<file path="src/rtl/unsaved_sw_irq_master.sv">
// unsaved_sw_irq_master: Avalon-MM master servicing a 2-bit switch PIO.
// Arms the PIO irq mask, then per irq reads/clears edge_capture, reads levels, emits an event.
//
// Ports:
//   clk, reset_n        single clock, async active-low reset
//   irq                 level interrupt from the switch PIO
//   address/chipselect/read/write_n/writedata
//                       Avalon-MM request side toward the PIO
//   readdata/waitrequest/readdatavalid
//                       Avalon-MM response side (pipelined reads)
//   event_valid/event_ready/event_edges/event_level
//                       valid/ready event output toward the consumer
//   timeout_err         sticky readdatavalid-timeout flag
module unsaved_sw_irq_master #(
  parameter logic [1:0]  MASK_INIT = 2'b11,
  parameter int unsigned TIMEOUT   = 255
) (
  input  logic        clk,
  input  logic        reset_n,
  input  logic        irq,
  output logic [1:0]  address,
  output logic        chipselect,
  output logic        read,
  output logic        write_n,
  output logic [31:0] writedata,
  input  logic [31:0] readdata,
  input  logic        waitrequest,
  input  logic        readdatavalid,
  output logic        event_valid,
  input  logic        event_ready,
  output logic [1:0]  event_edges,
  output logic [1:0]  event_level,
  output logic        timeout_err
);

  localparam logic [1:0] A_DATA = 2'd0;
  localparam logic [1:0] A_MASK = 2'd2;
  localparam logic [1:0] A_EDGE = 2'd3;

  // Timeout fires on the cycle the counter would reach TIMEOUT.
  localparam logic [7:0] LP_LAST = 8'(TIMEOUT - 1);

  typedef enum logic [2:0] {
    INIT_MASK,
    IDLE,
    RD_CAP,
    WT_CAP,
    WR_CLR,
    RD_DAT,
    WT_DAT,
    PUSH
  } state_t;

  state_t      r_state;
  state_t      w_next;
  logic        r_armed;
  logic [7:0]  r_cnt;
  logic [1:0]  r_edges;
  logic [1:0]  r_level;
  logic        r_err;

  logic        w_cnt_clr;
  logic        w_cnt_inc;
  logic        w_cap_ld;
  logic        w_lvl_ld;
  logic        w_to;
  logic        w_unused_rd;

  assign w_unused_rd = ^readdata[31:2];

  // Next-state and datapath enables.
  always_comb begin
    w_next    = r_state;
    w_cnt_clr = 1'b0;
    w_cnt_inc = 1'b0;
    w_cap_ld  = 1'b0;
    w_lvl_ld  = 1'b0;
    w_to      = 1'b0;
    unique case (r_state)
      INIT_MASK: begin
        if (r_armed && !waitrequest) begin
          w_next = IDLE;
        end
      end
      IDLE: begin
        if (irq) begin
          w_next = RD_CAP;
        end
      end
      RD_CAP: begin
        if (!waitrequest) begin
          w_next    = WT_CAP;
          w_cnt_clr = 1'b1;
        end
      end
      WT_CAP: begin
        if (readdatavalid) begin
          w_cap_ld = 1'b1;
          // A zero capture is a spurious irq: nothing to clear.
          if (readdata[1:0] == 2'b00) begin
            w_next = IDLE;
          end else begin
            w_next = WR_CLR;
          end
        end else begin
          w_cnt_inc = 1'b1;
          if (r_cnt == LP_LAST) begin
            w_to   = 1'b1;
            w_next = IDLE;
          end
        end
      end
      WR_CLR: begin
        if (!waitrequest) begin
          w_next = RD_DAT;
        end
      end
      RD_DAT: begin
        if (!waitrequest) begin
          w_next    = WT_DAT;
          w_cnt_clr = 1'b1;
        end
      end
      WT_DAT: begin
        if (readdatavalid) begin
          w_lvl_ld = 1'b1;
          w_next   = PUSH;
        end else begin
          w_cnt_inc = 1'b1;
          if (r_cnt == LP_LAST) begin
            w_to   = 1'b1;
            w_next = IDLE;
          end
        end
      end
      PUSH: begin
        if (event_ready) begin
          w_next = IDLE;
        end
      end
      default: begin
        w_next = INIT_MASK;
      end
    endcase
  end

  // Bus outputs decode from state only.
  // r_armed keeps the mask write off the bus while reset is held.
  always_comb begin
    chipselect = 1'b0;
    read       = 1'b0;
    write_n    = 1'b1;
    address    = 2'd0;
    writedata  = 32'd0;
    unique case (r_state)
      INIT_MASK: begin
        if (r_armed) begin
          chipselect = 1'b1;
          write_n    = 1'b0;
          address    = A_MASK;
          writedata  = {30'd0, MASK_INIT};
        end
      end
      RD_CAP: begin
        chipselect = 1'b1;
        read       = 1'b1;
        address    = A_EDGE;
      end
      WR_CLR: begin
        chipselect = 1'b1;
        write_n    = 1'b0;
        address    = A_EDGE;
        writedata  = {30'd0, r_edges};
      end
      RD_DAT: begin
        chipselect = 1'b1;
        read       = 1'b1;
        address    = A_DATA;
      end
      default: begin
      end
    endcase
  end

  assign event_valid = (r_state == PUSH);
  assign event_edges = r_edges;
  assign event_level = r_level;
  assign timeout_err = r_err;

  always_ff @(posedge clk or negedge reset_n) begin
    if (!reset_n) begin
      r_state <= INIT_MASK;
      r_armed <= 1'b0;
    end else begin
      r_state <= w_next;
      r_armed <= 1'b1;
    end
  end

  always_ff @(posedge clk or negedge reset_n) begin
    if (!reset_n) begin
      r_cnt <= 8'd0;
    end else if (w_cnt_clr) begin
      r_cnt <= 8'd0;
    end else if (w_cnt_inc) begin
      r_cnt <= r_cnt + 8'd1;
    end
  end

  always_ff @(posedge clk or negedge reset_n) begin
    if (!reset_n) begin
      r_edges <= 2'd0;
      r_level <= 2'd0;
    end else begin
      if (w_cap_ld) begin
        r_edges <= readdata[1:0];
      end
      if (w_lvl_ld) begin
        r_level <= readdata[1:0];
      end
    end
  end

  always_ff @(posedge clk or negedge reset_n) begin
    if (!reset_n) begin
      r_err <= 1'b0;
    end else if (w_to) begin
      r_err <= 1'b1;
    end
  end

endmodule

</file>
<file path="config.mk">
export PLATFORM = sky130hd
export DESIGN_NAME = unsaved_sw_irq_master
export DESIGN_NICKNAME = d
export VERILOG_FILES = /design/src/rtl/unsaved_sw_irq_master.sv
export SDC_FILE = /design/constraint.sdc
export NUM_CORES = 1
export LEC_CHECK = 0
export ABC_AREA = 1
export CORE_MARGIN = 4
export CORE_UTILIZATION = 40
export DETAILED_ROUTE_END_ITERATION = 7
export PLACE_DENSITY_LB_ADDON = 0.1
export RECOVER_POWER = 25
export SETUP_SLACK_MARGIN = 0.15
export SLEW_MARGIN = 10
export SYNTH_ARGS = -nofsm -noshare
export SYNTH_HDL_FRONTEND = slang
export SYNTH_SLANG_ARGS = --single-unit
</file>
<file path="constraint.sdc">
create_clock -name clk -period 4.1 [get_ports clk]
set_clock_uncertainty 0.2 [all_clocks]
set_input_delay 0.41 -clock clk [delete_from_list [all_inputs] [get_ports clk]]
set_output_delay 0.41 -clock clk [all_outputs]
set_load 0.01 [all_outputs]
</file>
## Word-level counts from Yosys, hierarchy flattened

Index checks and enable logic that the tools add are counted.

| storage, ports and cells | value |
|---|---|
| register bits after elaboration | 17 |
| logic and storage cells | 63 |

| operators by class | value |
|---|---|
| $add $sub $neg | 1 |
| equal/unequal tests | 14 |
| mux-type cells | 32 |
| reduce and logical (&&, ||, !) cells | 10 |

Operators with widths:

| cell | count |
|---|---|
| 2-to-1 mux 3 bit | 10 |
| one-hot mux 3 bit (8 select lines) | 1 |
| 2-to-1 mux 8 bit | 2 |
| 2-to-1 mux 1 bit | 13 |
| == test 3 bit (second input constant) | 4 |
| != test 2 bit (second input constant) | 5 |
| adder 8 x 1 -> 8 bit (second input constant) | 1 |
| == test 8 bit (second input constant) | 1 |
| one-hot mux 2 bit (2 select lines) | 2 |
| == test 3 x 2 -> 1 bit (second input constant) | 2 |
| AND reduction 6 bit | 1 |
| OR reduction 2 bit | 3 |
| 2-to-1 mux 2 bit | 2 |
| one-hot mux 1 bit (2 select lines) | 2 |
| == test 3 x 1 -> 1 bit (second input constant) | 1 |
| logical NOT 3 bit | 1 |
| OR reduction 3 bit | 1 |
| logical NOT 2 bit | 1 |
| != test 2 x 1 -> 1 bit (second input constant) | 1 |
| nonzero test 2 bit | 1 |
| logical AND 1 bit | 1 |
| logical NOT 1 bit | 1 |

## Logic depth before layout (Yosys ltp)

Gate-level depths: netlist of the first run.

| depth | value |
|---|---|
| word-level depth | 5 |
| depth in mapped cells | 11 |

## Worst setup path before layout of the first run

No wires, ideal clock.

| timing | value |
|---|---|
| path type | register to output |
| start point | reg r_state[0] |
| end point | out address[1] |
| data arrival time | 1.024 ns |
| required time | 3.490 ns |
| path slack | 2.466 ns |
| stages on the path, launching flop included | 4 |
| buffers on the path | 0 |
| cell sequence | dfrtp_1 -> nor2_1 -> nand3_1 -> nand3_1 |

| between the ends | value |
|---|---|
| cells in the longest elaborated chain, start to end | 3 |
| elaborated cells on any way between the ends | 5 |

RTL lines:

| element | line | source |
|---|---|---|
| from (decl) | 54 | `state_t r_state;` |
| from (signal assigned) | 195 | `r_state <= w_next;` |
| == test 3 bit or == test 3 x 2 -> 1 bit (tied branches) | 155 | `unique case (r_state)` |
| OR reduction 2 bit (no source line) | - |  |
| one-hot mux 2 bit (2 select lines) * | 155 |  |
| to (decl) | 21 | `output logic [1:0] address,` |

Every way passes the cells marked *; elsewhere a longest branch is shown, timed or not.

## Worst setup path after layout of the first run

| timing | value |
|---|---|
| start point | reg r_state[0] |
| end point | out chipselect |

| between the ends | value |
|---|---|
| cells in the longest elaborated chain, start to end | 3 |
| elaborated cells on any way between the ends | 6 |

RTL lines:

| element | line | source |
|---|---|---|
| == test 3 bit or == test 3 x 2 -> 1 bit (tied branches) | 155 |  |
| OR reduction 3 bit (no source line) | - |  |
| one-hot mux 1 bit (2 select lines) * | 155 |  |
| to (decl) | 22 | `output logic chipselect,` |

Marks and branches as above.

==> results of run 1 <==
[power groups by stage]
stage / Clock, mW / Combinational (mW) / Sequential, mW
after floorplan: 0 / 0.343 / 0.284
after global placement: 0 / 0.502 / 0.295
after detailed placement: 0 / 0.507 / 0.297
after CTS: 0.0938 / 0.508 / 0.294
after global routing: 0.102 / 0.565 / 0.306
final: 0.0877 / 0.504 / 0.294
[worst min path at each step]
stage	to	slack, ns	cells after the start
final	timeout_err$_DFFE_PN0P_	0.29	1
after global routing	event_edges[0]$_DFFE_PN0P_	0.34	2
after CTS	timeout_err$_DFFE_PN0P_	0.31	1
after detailed placement	timeout_err$_DFFE_PN0P_	0.28	1
after global placement	timeout_err$_DFFE_PN0P_	0.27	1
after floorplan	event_edges[0]$_DFFE_PN0P_	-0.09	0
[critical path, stage by stage (launching register included)]
cell             delay (ns)
dfrtp_1                0.46
nor2_1                 0.35
nand3_1                0.22
nand3_1                0.12
clkdlybuf4s50_1        0.53
[state kept, by name, summed over array words and instances (netlist names)]
| register | cells |
|---|---|
| event_edges | 2 |
| event_level | 2 |
| r_armed | 1 |
| r_cnt | 8 |
| r_state | 3 |
| timeout_err | 1 |
[layout make-up]
| class | count | area [um2] |
|---|---|---|
| clock buffers | 4 | 26.3 |
| fillers | 338 | 1630 |
| inverters | 18 | 67.6 |
| multi-input cells | 153 | 696 |
| flip-flops and latches | 17 | 425 |
| well taps | 44 | 55.1 |
| repair buffers | 20 | 200 |
[Yosys cell counts (2+ instances only)]
cell / n / area (um2)
dfrtp_1: 17 / 425
o21ai_0: 9 / 45.0
nor2_1: 10 / 37.5
conb_1: 2 / 7.51
nand2_1: 69 / 259
nand2_4: 2 / 22.5
nor2_2: 2 / 12.5
inv_2: 6 / 22.5
nand4_1: 3 / 18.8
nand3_1: 12 / 60.1
buf_4: 31 / 233
nand3b_1: 2 / 15.0
o21ai_1: 2 / 10.0
inv_1: 12 / 45.0
xor2_1: 3 / 26.3
ha_1: 2 / 25.0
[routing by layer]
layer	vias up	share of wire, %	track usage, %
li1	576	-	-
met1	505	41	15.8
met2	48	51	22.5
met3	4	7.3	2.39
met4	0	1.2	5.70
met5	-	0	0
[metrics by stage]
stage / utilization (%) / setup WS, ns
3_3_place_gp: 46.5 / 1.85
2_1_floorplan: - / 2.47
5_1_grt: 47.4 / 1.37
3_5_place_dp: 46.5 / 1.83
6_report: 47.4 / 1.52
4_1_cts: 47.4 / 1.50
[cell families after synthesis]
group | after synthesis | share of synthesized area [%]
DFF | 17 | 32.4
AOI/OAI and AO/OA | 15 | 6.48
adders and majority gates | 2 | 1.91
xor gates and xnor gates | 3 | 2.00
and+or+nand+nor | 102 | 33.7
other | 2 | 0.572
buffers and inverters | 49 | 22.9
==> impl_metrics.ini, run 1 <==
[clocking]
cts_buffer_depth = 2
clk_pin_slew_ns = 0.09
worstSkewPairLatency_ns = 0.28
cts_hold_buf = 0
cts-resized-gates = 0
post_cts_buffers = 0
cts_tree = done
cts.sink_count = 17
htreeDepth = 1
root_buffer = clkbuf_4
numCtsBuffers = 3

[die]
dieWidth_um = 65.3
rows = 20
design.core.area_um2 = 3100
start_util_pct = 42.3
fp.dieH_um = 65.3
die_area_um2 = 4260
io_pins = 81

[timing]
finalCritPeriodShare_pct = 62.9
setup_viol = 0
tns_ns = 0
hold_viol = 0
slew_headroom_pct = 48.5
max_slew.worst_pin.slew_ns = 0.771
drv_slew = 0
holdWs_ns = 0.294
max_freq_mhz = 388
min_period_ns = 2.58
rsz0062_at_grt = false

[worst_hold_path]
min_path_type = register to register
min_from = timeout_err$_DFFE_PN0P_

[worst_setup_path]
start_kind = register
crit_path_start = r_state[0]$_DFFE_PN0P_
crit_arrival_ns = 1.97
endpoint = chipselect
ff2ff_path_depth = 8
crit_type = register to output pin
cp_max_fo = 7
required_ns = 3.49
r2r-start = r_state[2]$_DFFE_PN0P_
r2r_end = r_cnt[1]$_DFFE_PN0P_
worstSetupEndpointType = output pin
r2r_slack_ns = 2.38

[drt]
routed_wl_mm = 2.62
vias = 1133
drt_iter0_drc = 33
drc = 0
dr.pass1.iters = 4
via_per_inst = 4.43
wl_per_cell_um = 10.2
ant_nets = 0

[power_and_ir_drop]
clock_power_share_pct = 9.9
switchingPower_uw = 403
switching_share_pct = 45.5
p_leak_nw = 0.791
seqPwrFrac_pct = 33.2
irDropWorstVdd_v = 0.000205
powerDensity_nw_per_um2 = 602
p_comb_share_pct = 56.9
p_total_uw = 885
internal-power_uw = 482

[place]
dpl.cell_count = 252
portBuffers = 20
place_congestion = 0.874
place_area_um2 = 1440
hpwl_mm = 2.16

[global_routing]
grt_start_max_net_pins = 18
antenna_found_initial = 0
grt_util_all_layers_pct = 13.1
overflow = 0
grt_pass1_vias = 1012
grt_first_pass_wirelength_mm = 4.37

[synth]
syn_area_um2 = 1310
ys_seq_area_share_pct = 32.4
syn_avg_cell_area_um2 = 6.91
yosys_warnings = 0
ys_types = 22
ys.flop_type = dfrtp_1
synth_edf_count = 0
synth-async-reset-ratio_pct = 100
syn_inst = 190
yosys_register_bits = 17

[job]
drv_cap = 0

[finish]
layout-drive-gt1-share_pct = 8.02
final_common_cell = nand2_1
layout_common_cells = nand2_1 (69), conb_1 (31), clkdlybuf4s50_1 (19)
postLayoutCellArea_um2 = 1470
fin_nets = 253
area_growth_pct = 12.0
stdcell_count = 256
antennaDiodeCount = 0

[status]
outcome = completed
No activity file was read; power rests on OpenSTA's default activity.
==> run 2, diff against run 1 <==
- CORE_UTILIZATION: 40 -> 37
- clock period: 4.1 -> 2.6 ns (I/O delays scaled with it)
==> run 2 against run 1 <==
Count of clock-buffer cells in the layout fell by 1. Clock power rose by 76%. Non-clock buffer count did not move. Core utilization fell by 3.6 points. Die area rose by 7.1%. Sequential power rose by 62%. Register-to-register slack got worse by 1.4 ns. Cell count rose by 0.78%. Largest cell class unchanged.
==> impl_metrics.ini, run 2 (synthesis gave the netlist of run 1 again) <==
[die]
rows = 21
io_pins = 81
design.core.area_um2 = 3390
dieWidth_um = 67.6
die_area_um2 = 4560
start_util_pct = 38.7
fp.dieH_um = 67.6

[clocking]
cts_hold_buf = 0
post_cts_buffers = 0
root_buffer = clkbuf_4
worstSkewPairLatency_ns = 0.30
clk_pin_slew_ns = 0.12
cts_buffer_depth = 2
cts.sink_count = 17
cts_tree = done
numCtsBuffers = 3
htreeDepth = 1

[timing]
drv_slew = 0
hold_viol = 0
max_slew.worst_pin.slew_ns = 0.839
tns_ns = 0
rsz0062_at_grt = false
finalCritPeriodShare_pct = 87.8
min_period_ns = 2.28
max_freq_mhz = 438
slew_headroom_pct = 43.9
setup_viol = 0

[worst_setup_path]
slowest_delay_ns = 0.54
required_ns = 2.14
crit_arrival_ns = 1.82
worstSetupEndpointType = output pin
cp_max_fo = 6
worst-path-buf-inv = 2
path_delay_family = buffers and inverters
path_cells = inv_2, nor2_2, nand2_1, nand2_2, clkdlybuf4s50_1
start_kind = register
cp_slowest_cell = clkdlybuf4s50_1
crit_type = register to output pin

[drt]
ant_nets = 0
vias = 1109
drt-met1-wl_mm = 1.30
drc = 0
via_per_inst = 4.30
routed-wl-met3_um = 164
dr.max_layer_used = met4
wl_per_cell_um = 10.4
routed_wl_mm = 2.68
drt_iter0_drc = 16
wl_met2_mm = 1.20
dr.pass1.iters = 4

[global_routing]
grt_start_max_net_pins = 18
overflow = 0
grt_util_all_layers_pct = 12.4
grt_pass1_vias = 1011
antenna_found_initial = 0
grt_first_pass_wirelength_mm = 4.38

[finish]
regMostFlops = r_cnt
largest_reg_flops = 8
antennaDiodeCount = 0
fin_util_pct = 43.8
layout_common_cells = nand2_1 (69), conb_1 (31), clkdlybuf4s50_1 (19)
final_common_cell = nand2_1
area_growth_pct = 13.2
fin_nets = 253
reg.largest.list = r_cnt: 8 flops, r_state: 3 flops
layout-drive-gt1-share_pct = 9.43
fill_cells = 370

[power_and_ir_drop]
powerDensity_nw_per_um2 = 966
irDropWorstVdd_v = 0.000478
p_leak_nw = 0.790

[place]
hpwl_mm = 2.10
portBuffers = 20
place_congestion = 0.881

[worst_hold_path]
min_path_type = primary input to asynchronous set/reset pin

[job]
drv_cap = 0

[status]
outcome = completed
run 2: changes by cell type in the layout (fill, tap and decap cells not counted):
cell	delta
clkbuf_1	-1
clkinvlp_4	+1
dfrtp_1	-1
dfrtp_2	+1
nor2_1	-1
nor2_4	+1
run 2: cell type report:
cell class,count,area [um2],area share (%)
Clock buffer,3,22.5,1.52
Timing Repair Buffer,20,200,13.5
Multi-Input combinational cell,153,703,47.3
Inverter,18,67.6,4.55
Sequential cell,17,427,28.7
Clock inverter,1,7.51,0.505
Tap cell,46,57.6,3.88
run 2: path summary, 6_finish.rpt:
check | from | slack, ns | cells past startpoint | endpoint
max | r_state[1]$_DFFE_PN0P_ | 0.32 | 5 | read
min in group clk | event_level[1]$_DFFE_PN0P_ | 0.30 | 2 | event_level[1]$_DFFE_PN0P_
min | reset_n | 0.29 | 1 | r_cnt[4]$_DFFE_PN0P_
max in group asynchronous | reset_n | 1.34 | 1 | r_state[2]$_DFFE_PN0P_
max reg2reg | r_state[1]$_DFFE_PN0P_ | 0.93 | 6 | r_cnt[3]$_DFFE_PN0P_
min reg2reg | event_level[1]$_DFFE_PN0P_ | 0.30 | 2 | event_level[1]$_DFFE_PN0P_
run 2: layer usage:
layer  global-route usage [%]  vias up
met1                     16.8      496
met3                     1.66        2
li1                         -      575
met5                        0        -
met2                     20.4       36
met4                     3.80        0
run 2: power breakdown:
part	switching (mW)	internal (mW)	total [mW]
clock network	0.0956	0.0585	0.154
logic	0.451	0.353	0.804
registers	0.122	0.355	0.477
run 2: worst register-to-register path, delay by kind of cell (launching register included):
| family | cells | cell delay (ns) |
|---|---|---|
| buffers and inverters | 1 | 0.09 |
| and+or+nand+nor | 3 | 0.35 |
| AOI/OAI and AO/OA | 2 | 0.44 |
| DFF | 1 | 0.52 |
run 2: repair_timing:
item                                    in CTS  in global routing
endpoints found under the setup margin       3                  6
resized for setup                            1                  2
endpoints found under the hold margin        0                  0
run 2: per-stage QoR:
stage                     total power [mW]  hold WS, ns  setup slack, ns  cells  instance area (um2)
after floorplan                      0.990       -0.236             1.12    219                 1420
after global placement                1.27        0.271            0.467    254                 1450
after detailed placement              1.27        0.270            0.498    254                 1450
after CTS                             1.44        0.245            0.254    258                 1480
after global routing                  1.57        0.324            0.184    258                 1490
final                                 1.43        0.293            0.317    258                 1490
